[src/rtl/ldpc_3gpp_dec_source_fix_pkg.sv]
// Types and sizing helpers for the fixed-mode LDPC decoder input path,
// shared with the fixed decoder engine.
package ldpc_3gpp_dec_source_fix_pkg;

    typedef enum logic [1:0] {StIdle, StData, StZfill, StDone} frame_state_t;

    // 3GPP lifting sizes: Zc = a * 2^j, with a picked by the lifting set index.
    function automatic int unsigned zc_tab(int unsigned ls, int unsigned idx);
        int unsigned a;
        case (ls)
            0:       a = 2;
            1:       a = 3;
            2:       a = 5;
            3:       a = 7;
            4:       a = 9;
            5:       a = 11;
            6:       a = 13;
            7:       a = 15;
            default: a = 2;
        endcase
        return a << idx;
    endfunction

    function automatic int unsigned clogb2(int unsigned v);
        int unsigned r;
        r = 0;
        for (int unsigned i = 0; i < 32; i++) begin
            if ((32'd1 << i) < v) r = i + 1;
        end
        return r;
    endfunction

    function automatic int unsigned num_words(int unsigned gr, int unsigned code,
                                              int unsigned zc_w);
        int unsigned c;
        c = (code < 4) ? 4 : code;
        return (((gr != 0) ? 10 : 22) + c) * zc_w;
    endfunction

    function automatic int unsigned punct_words(int unsigned do_punct, int unsigned zc_w);
        return (do_punct != 0) ? 2 * zc_w : 0;
    endfunction

endpackage

[src/rtl/ldpc_3gpp_dec_source_fix.sv]
// Decoder input stage: writes a sop/val/eop LLR stream into the ping-pong input
// buffer and, in punctured mode, zero-fills the 2*Zc punctured columns.
module ldpc_3gpp_dec_source_fix
    import ldpc_3gpp_dec_source_fix_pkg::*;
#(
    parameter int pLLR_W    = 4,
    parameter int pDAT_W    = 8,
    parameter int pTAG_W    = 4,
    parameter int pIDX_GR   = 0,
    parameter int pIDX_LS   = 0,
    parameter int pIDX_ZC   = 3,
    parameter int pCODE     = 4,
    parameter int pDO_PUNCT = 0,
    parameter int pADDR_W   = 8
) (
    input  logic                       iclk,
    input  logic                       ireset,
    input  logic                       iclkena,
    input  logic                       isop,
    input  logic                       ival,
    input  logic                       ieop,
    input  logic [pDAT_W*pLLR_W-1:0]   idat,
    input  logic [pTAG_W-1:0]          itag,
    input  logic                       ifulla,
    input  logic                       iemptya,
    output logic                       ordy,
    output logic                       obusy,
    output logic                       owrite,
    output logic                       owfull,
    output logic [pADDR_W-1:0]         owaddr,
    output logic [pDAT_W*pLLR_W-1:0]   owdat,
    output logic [pTAG_W-1:0]          owtag,
    output logic                       oerr
);

    localparam int cZC    = int'(zc_tab(pIDX_LS, pIDX_ZC)) / pDAT_W;
    localparam int cNUM   = int'(num_words(pIDX_GR, pCODE, cZC));
    localparam int cP     = int'(punct_words(pDO_PUNCT, cZC));
    localparam int cCNT_W = pADDR_W + 1;
    localparam int cDW    = pDAT_W * pLLR_W;

    localparam logic [cCNT_W-1:0] cNUM_C  = cCNT_W'(cNUM);
    localparam logic [cCNT_W-1:0] cP_C    = cCNT_W'(cP);
    localparam logic [cCNT_W-1:0] cP_LAST = cCNT_W'((cP > 0) ? cP - 1 : 0);

    frame_state_t              state_q, state_d;
    logic [cCNT_W-1:0]         addr_q, addr_d;
    logic [pTAG_W-1:0]         tag_q, tag_d;
    logic                      err_q, err_d;
    logic                      accept;
    logic [cCNT_W-1:0]         wptr, wnext;
    logic                      wr_d;
    logic [pADDR_W-1:0]        waddr_d;
    logic [cDW-1:0]            wdat_d;

    always_comb begin
        state_d = state_q;
        addr_d  = addr_q;
        tag_d   = tag_q;
        err_d   = err_q;
        accept  = 1'b0;
        wptr    = addr_q;
        wnext   = addr_q;
        wr_d    = 1'b0;
        waddr_d = '0;
        wdat_d  = '0;

        unique case (state_q)
            StIdle:  accept = ival & isop;
            StData:  accept = ival;
            StZfill: begin
                wr_d    = 1'b1;
                waddr_d = addr_q[pADDR_W-1:0];
                addr_d  = addr_q + 1'b1;
                if (addr_q == cP_LAST) state_d = StDone;
            end
            StDone:  state_d = StIdle;
            default: state_d = StIdle;
        endcase

        if (accept) begin
            // A sop anywhere restarts the frame at the first unpunctured column.
            wptr = isop ? cP_C : addr_q;
            if (isop) tag_d = itag;
            wr_d    = (wptr < cNUM_C);
            waddr_d = wr_d ? wptr[pADDR_W-1:0] : '0;
            wdat_d  = wr_d ? idat : '0;
            // Saturate so an overlong frame cannot wrap back to a "correct" count.
            wnext   = (&wptr) ? wptr : wptr + 1'b1;
            addr_d  = wnext;
            state_d = StData;
            if (ieop) begin
                err_d   = (wnext != cNUM_C);
                addr_d  = '0;
                state_d = (cP > 0) ? StZfill : StDone;
            end
        end
    end

    always_ff @(posedge iclk) begin
        if (ireset) begin
            state_q <= StIdle;
            addr_q  <= '0;
            tag_q   <= '0;
            err_q   <= 1'b0;
            ordy    <= 1'b0;
            owrite  <= 1'b0;
            owaddr  <= '0;
            owdat   <= '0;
            owfull  <= 1'b0;
            owtag   <= '0;
            oerr    <= 1'b0;
        end else if (iclkena) begin
            state_q <= state_d;
            addr_q  <= addr_d;
            tag_q   <= tag_d;
            err_q   <= err_d;
            ordy    <= (state_d == StIdle) & ~ifulla;
            owrite  <= wr_d;
            owaddr  <= waddr_d;
            owdat   <= wdat_d;
            owfull  <= (state_q == StDone);
            owtag   <= (state_q == StDone) ? tag_q : '0;
            oerr    <= (state_q == StDone) & err_q;
        end
    end

    assign obusy = (state_q != StIdle) | ~iemptya;

endmodule

[config.mk]
export PLATFORM = sky130hd
export DESIGN_NAME = ldpc_3gpp_dec_source_fix
export DESIGN_NICKNAME = d
export VERILOG_FILES = /design/src/rtl/ldpc_3gpp_dec_source_fix_pkg.sv /design/src/rtl/ldpc_3gpp_dec_source_fix.sv
export SDC_FILE = /design/constraint.sdc
export NUM_CORES = 1
export LEC_CHECK = 0
export CORE_AREA = 2 2 112 114
export DETAILED_ROUTE_END_ITERATION = 7
export DIE_AREA = 0 0 114 116
export GPL_TIMING_DRIVEN = 0
export PLACE_DENSITY = 0.54
export SLEW_MARGIN = 5
export SYNTH_ARGS = -nofsm -noshare
export SYNTH_HDL_FRONTEND = slang
export SYNTH_SLANG_ARGS = --single-unit
[constraint.sdc]
create_clock -name iclk -period 1.8 [get_ports iclk]
set_clock_uncertainty 0.1 [all_clocks]
set_input_delay 0.36 -clock iclk [delete_from_list [all_inputs] [get_ports iclk]]
set_output_delay 0.36 -clock iclk [all_outputs]
set_load 0.05 [all_outputs]
Word-level counts from Yosys, hierarchy flattened
Index checks and enable logic that the tools add are counted.
{"block": "word_totals", "regBits": 64, "input_bits": 44, "output_inout_bits": 49, "elab_cells": 51}
{"block": "classes", "add_sub_neg": 2, "magnitude_cmp": 1, "eq_ne": 4, "n_mux": 18, "bitwise": 6, "n_reduce_logical": 9}
{"cell": "32-bit two-way mux", "n": 2}
{"cell": "9-bit two-way mux", "n": 5}
{"cell": "8-bit two-way mux", "n": 3}
{"cell": "9-bit by 1-bit adder with 9-bit output (second input constant)", "n": 2}
{"cell": "9-bit zero test", "n": 1}
{"cell": "9-bit by 6-bit less-than comparator with 1-bit output (second input constant)", "n": 1}
{"cell": "9-bit by 6-bit inequality test with 1-bit output (second input constant)", "n": 1}
{"cell": "9-bit AND reduction", "n": 1}
{"cell": "2-bit two-way mux", "n": 3}
{"cell": "3-bit AND reduction", "n": 2}
{"cell": "2-bit == test (second input constant)", "n": 2}
{"cell": "2-bit zero test", "n": 2}
{"cell": "4-bit two-way mux", "n": 1}
{"cell": "2-bit case mux with 2 select lines", "n": 1}
{"cell": "2-bit nonzero test", "n": 2}
{"cell": "1-bit bitwise AND", "n": 3}
{"cell": "2-bit by 1-bit == test with 1-bit output (second input constant)", "n": 1}
{"cell": "1-bit two-way mux", "n": 2}
{"cell": "1-bit NOT", "n": 2}
{"cell": "1-bit case mux with 2 select lines", "n": 1}
{"cell": "2-bit AND reduction", "n": 1}
{"cell": "1-bit OR", "n": 1}

Longest topological paths before layout
{"block": "depth", "depth_word": 6, "mapped_depth": 6, "ltp_nobuf": 5}

Worst setup path before layout
OpenSTA, ideal clock, no wires.
{"block": "synth_timing", "path_kind": "register to register", "from": "register state_q[1]", "to": "register addr_q[4]", "setup_ps": 87, "arrival_ps": 1328, "required_time_ps": 1613, "setup_slack_ps": 285, "stages_incl_launch_ff": 7, "n_path_buf": 2, "synth_period_minus_slack_ps": 1515, "cell_sequence": "dfxtp_1 -> buf_6 -> and2_4 -> buf_6 -> a2111o_1 -> a211o_1 -> o31ai_1"}
{"block": "synth_between", "elab_chain_len": 4, "word_cells_on_any_way": 7, "classes_between": "eq/ne: 2; mux: 2; reduce/logical: 3"}
{"element": "from (decl)", "line": "ldpc_3gpp_dec_source_fix.sv:46", "rtl": "frame_state_t state_q, state_d;"}
{"element": "from (signal assigned)", "line": "ldpc_3gpp_dec_source_fix.sv:102", "rtl": "state_q <= StIdle;"}
{"element": "from (signal assigned)", "line": "ldpc_3gpp_dec_source_fix.sv:114", "rtl": "state_q <= state_d;"}
{"element": "2-bit by 1-bit == test with 1-bit output or 2-bit zero test (tied branches)", "line": "ldpc_3gpp_dec_source_fix.sv:68", "rtl": "unique case (state_q)"}
{"element": "1-bit case mux with 2 select lines", "line": "ldpc_3gpp_dec_source_fix.sv:68"}
{"element": "2-bit nonzero test (no line)"}
{"element": "2-bit AND reduction (no line)"}
{"element": "to (signal assigned)", "line": "ldpc_3gpp_dec_source_fix.sv:115", "rtl": "addr_q <= addr_d;"}
{"element": "to (decl)", "line": "ldpc_3gpp_dec_source_fix.sv:47", "rtl": "logic [cCNT_W-1:0] addr_q, addr_d;"}
Several ways; a longest one is shown, not always the timed one.
A chain may end at the register's enable or synchronous reset.

Worst setup path in the final report
{"block": "layout_timing", "from": "input iclkena", "to": "register addr_q[4]"}
{"block": "layout_between", "elab_chain_len": 1}
{"element": "from (decl)", "line": "ldpc_3gpp_dec_source_fix.sv:18", "rtl": "input logic iclkena,"}
{"element": "2-bit AND reduction (no line)"}
No other way between the ends.

==> impl_results.md <==
- Status: finished clean
- Worst Tran Pin Value: 611.3 ps
- Vias in the first global route: 2913
- Synth Area per Inst: 9.194 sq um
- Register area share after synthesis: 43.28%
- Area Growth Syn to Fin: 48.77%
- Worst path cell trace: clkdlybuf4s50_1 -> o211ai_1 -> a2111o_1 -> a211o_1 -> o31ai_1
- H-tree depth: 3
- Reg clk slew, reported paths: 60 ps
- Post-synth EDFFs: 0
- Row count: 40
- Antenna violations before repair: 0
- DP Area: 0.004055 sq mm
- Critical path endpoint category: flip-flop
- WS Path Type: input port to flip-flop
- Endpoints failing hold: 0
- Die Y: 116 um
- CP Depth: 5
- Register Area: 0.001282 sq mm
- Slowest CP cell: clkdlybuf4s50_1
- # diodes: 0
- Final period util: 95.71%
- Clock net sink count: 64
- Nets: 474
- Placed cells: 560
- Detailed Route WL: 9472 um
- Port Buffers: 91
- Pin count of the biggest net entering global routing: 13
- CTS Buf Count: 9
- Synthesis Warnings: 0
- First-pass GRT wire length: 14910 um
- Crit path launch type: input port
- Post-Syn Nets: 368
- Top FF cell, synth: dfxtp_1
- Clk Latency, worst-skew pair: 330 ps
- Avg Vias per Cell: 5.162
- LEAKAGE: 1.801 nW
- # setup viols final: 0
- GRT Residual Overflow: 0
- IO Count: 93
- Mapped Cells: 322
- Initial Util: 24.85%
- Util after Layout: 36.97%
- Max incr delay on CP: 540 ps
- Setup WS post-layout: 77.21 ps
- Deepest clock path buffer count: 2
- CTS Root Cell: clkbuf_16
- Largest fanout on the critical path: 4
- Share of layout cells above drive strength 1: 15.01%
- Worst R2R End: owaddr[2]
- FMAX: 0.5805 GHz
- Post-CTS Hold Buffers: 0
- Worst path bufs/invs: 1
- Yosys top cell area share: 43.28%
- Post-synth ARST share: 0%
- Design Area, Final: 0.004404 sq mm
- Min-delay worst type: input port to flip-flop
- Hpwl dp: 6748 um
- M1 WL: 4277 um
- Max VDD drop: 0.4504 mV
- Reg2reg start: addr_q[7]
- Synth cell types: 61
- WP data arrival: 1860 ps
- Via Count: 2994
- Die footprint: 0.01322 sq mm
- Max Cap Viol: 0
- Area occupied by multi-input gates: 0.001441 sq mm
- CTS tree: done
- R2r worst-path depth: 5
- Crit. Startpoint: iclkena
- RSZ-0062 raised after global routing: yes
- Non-Filler Instances: 580
- PwrDens: 890.1 mW/mm^2
- Die Width: 114 um
- Filler instances: 1214
- Post-Syn Area: 0.002960 sq mm
- Most numerous cell in the Yosys netlist: dfxtp_1
- Setup TNS: 0 ps
- Synth top cells by count: dfxtp_1 (64), nor2_1 (44), a32oi_1 (32), nand2_1 (23), a21oi_1 (19)
- Drt first pass iters: 4
- Residual DRC count: 0
- CP top delay family: compound AO/OA/AOI/OAI gates
- GP Congestion: 0.9007
- Post-route ant nets: 0
- Largest cells by area after synthesis: dfxtp_1 (43%), a32oi_1 (9.5%), nor2_1 (5.6%)
- Routed length on met3: 574 um
- Flop2flop setup slack: 90 ps
- Pre-CTS setup slack: -599.9 ps
- Top sig layer: met4
- Total track usage: 14.33%
- Fin crit period: 1723 ps
- Area leader, netlist: dfxtp_1
- WP data required: 1940 ps
- Core area: 0.01191 sq mm
- Max Slew Vio Count: 0
- End point of the critical path: addr_q[4]
- Metal2 WL: 4458 um
- Max transition margin: 59.25%
- Starting DRT DRC Count: 128
- #FFs+latches synth: 64
- Drt wl/cell: 16.33 um
-- registers in the layout (all words and copies together) (netlist names) --
name / count
addr_q: 9
err_q: 1
oerr: 1
ordy: 1
owaddr: 8
owdat: 32
owfull: 1
owrite: 1
owtag: 4
state_q: 2
tag_q: 4
-- cell type report --
type | count | share of cell area [%]
well taps | 147 | 4.176
flip-flops and latches | 64 | 29.12
inverters | 5 | 0.4261
repair buffers | 95 | 20.11
plain buffers | 34 | 5.966
clock inverters | 6 | 2.045
multi-input cells | 219 | 32.73
clock buffers | 10 | 5.426
-- tightest hold or removal path, cell delays in order --
cell,delay [ps]
buf_6,90
a211o_1,90
o31ai_1,60
-- metrics by stage --
step	hold slack [ps]	total power, mW
CTS	220.4	3.935
finish	228.5	3.920
detailed placement	347.4	1.995
floorplan	336.9	1.778
global route	232.2	4.046
global placement	349.6	1.991
-- where the power goes --
group | switching, mW | leakage, nW | internal (mW)
Clock | 0.698 | 0.159 | 1.26
Sequential | 0.0207 | 0.519 | 1.45
Combinational | 0.292 | 1.12 | 0.201
-- cell usage in the layout (no fill, tap or decap), types with 2 or more instances in the layout --
cell type / n
o21ai_0: 6
buf_4: 8
o21ai_1: 4
nor3_1: 3
clkbuf_16: 9
dlygate4sd2_1: 48
nand3_1: 15
nand2_2: 2
dfxtp_1: 63
clkdlybuf4s50_1: 39
a211oi_1: 3
bufinv_16: 2
buf_2: 3
a311oi_1: 2
a32oi_1: 32
inv_1: 5
clkbuf_2: 5
clkbuf_8: 3
dlymetal6s2s_1: 3
o22ai_1: 2
nor2b_1: 2
nand4_1: 2
xnor2_1: 2
o31ai_1: 2
a31oi_1: 6
buf_6: 12
nor4_1: 3
nand2b_1: 2
nand2_1: 23
inv_6: 2
ha_1: 2
o211ai_1: 2
clkbuf_1: 7
a21oi_1: 19
a211o_1: 2
nor2_1: 44
a32o_1: 7
-- kinds of logic (layout without fill, tap and decap cells) --
| group | Yosys count | in the layout | synth area share, % |
|---|---|---|---|
| AO/OA/AOI/OAI | 103 | 103 | 27.30 |
| XOR/XNOR | 3 | 3 | 0.8877 |
| adder cells (fa/ha/maj) | 2 | 2 | 0.8452 |
| buffers and inverters | 39 | 150 | 9.087 |
| flip-flops | 64 | 64 | 43.28 |
| multiplexers | 1 | 1 | 0.3381 |
| AND/OR/NAND/NOR | 110 | 110 | 18.26 |
-- timing repair --
item                                    in CTS  in global routing
buffers inserted                             3                  1
pin swaps                                    2                  1
endpoints found under the setup margin      97                 40
resized for setup                           61                 11
-- worst min path at each step --
stage	start	end	slack, ps	cells past startpoint
after floorplan	tag_q[0]	tag_q[0]	340	2
after global placement	tag_q[3]	tag_q[3]	350	2
after detailed placement	tag_q[2]	tag_q[2]	350	2
after CTS	ireset	addr_q[0]	220	3
after global routing	ireset	addr_q[0]	230	3
final	ireset	addr_q[0]	230	3
-- per-layer routing --
metal	vias up	GRT usage, %
met5	-	0
met4	0	7.073
met2	106	22.70
met3	14	3.609
li1	1428	-
met1	1446	18.22
(Power assumes the default switching activity.)
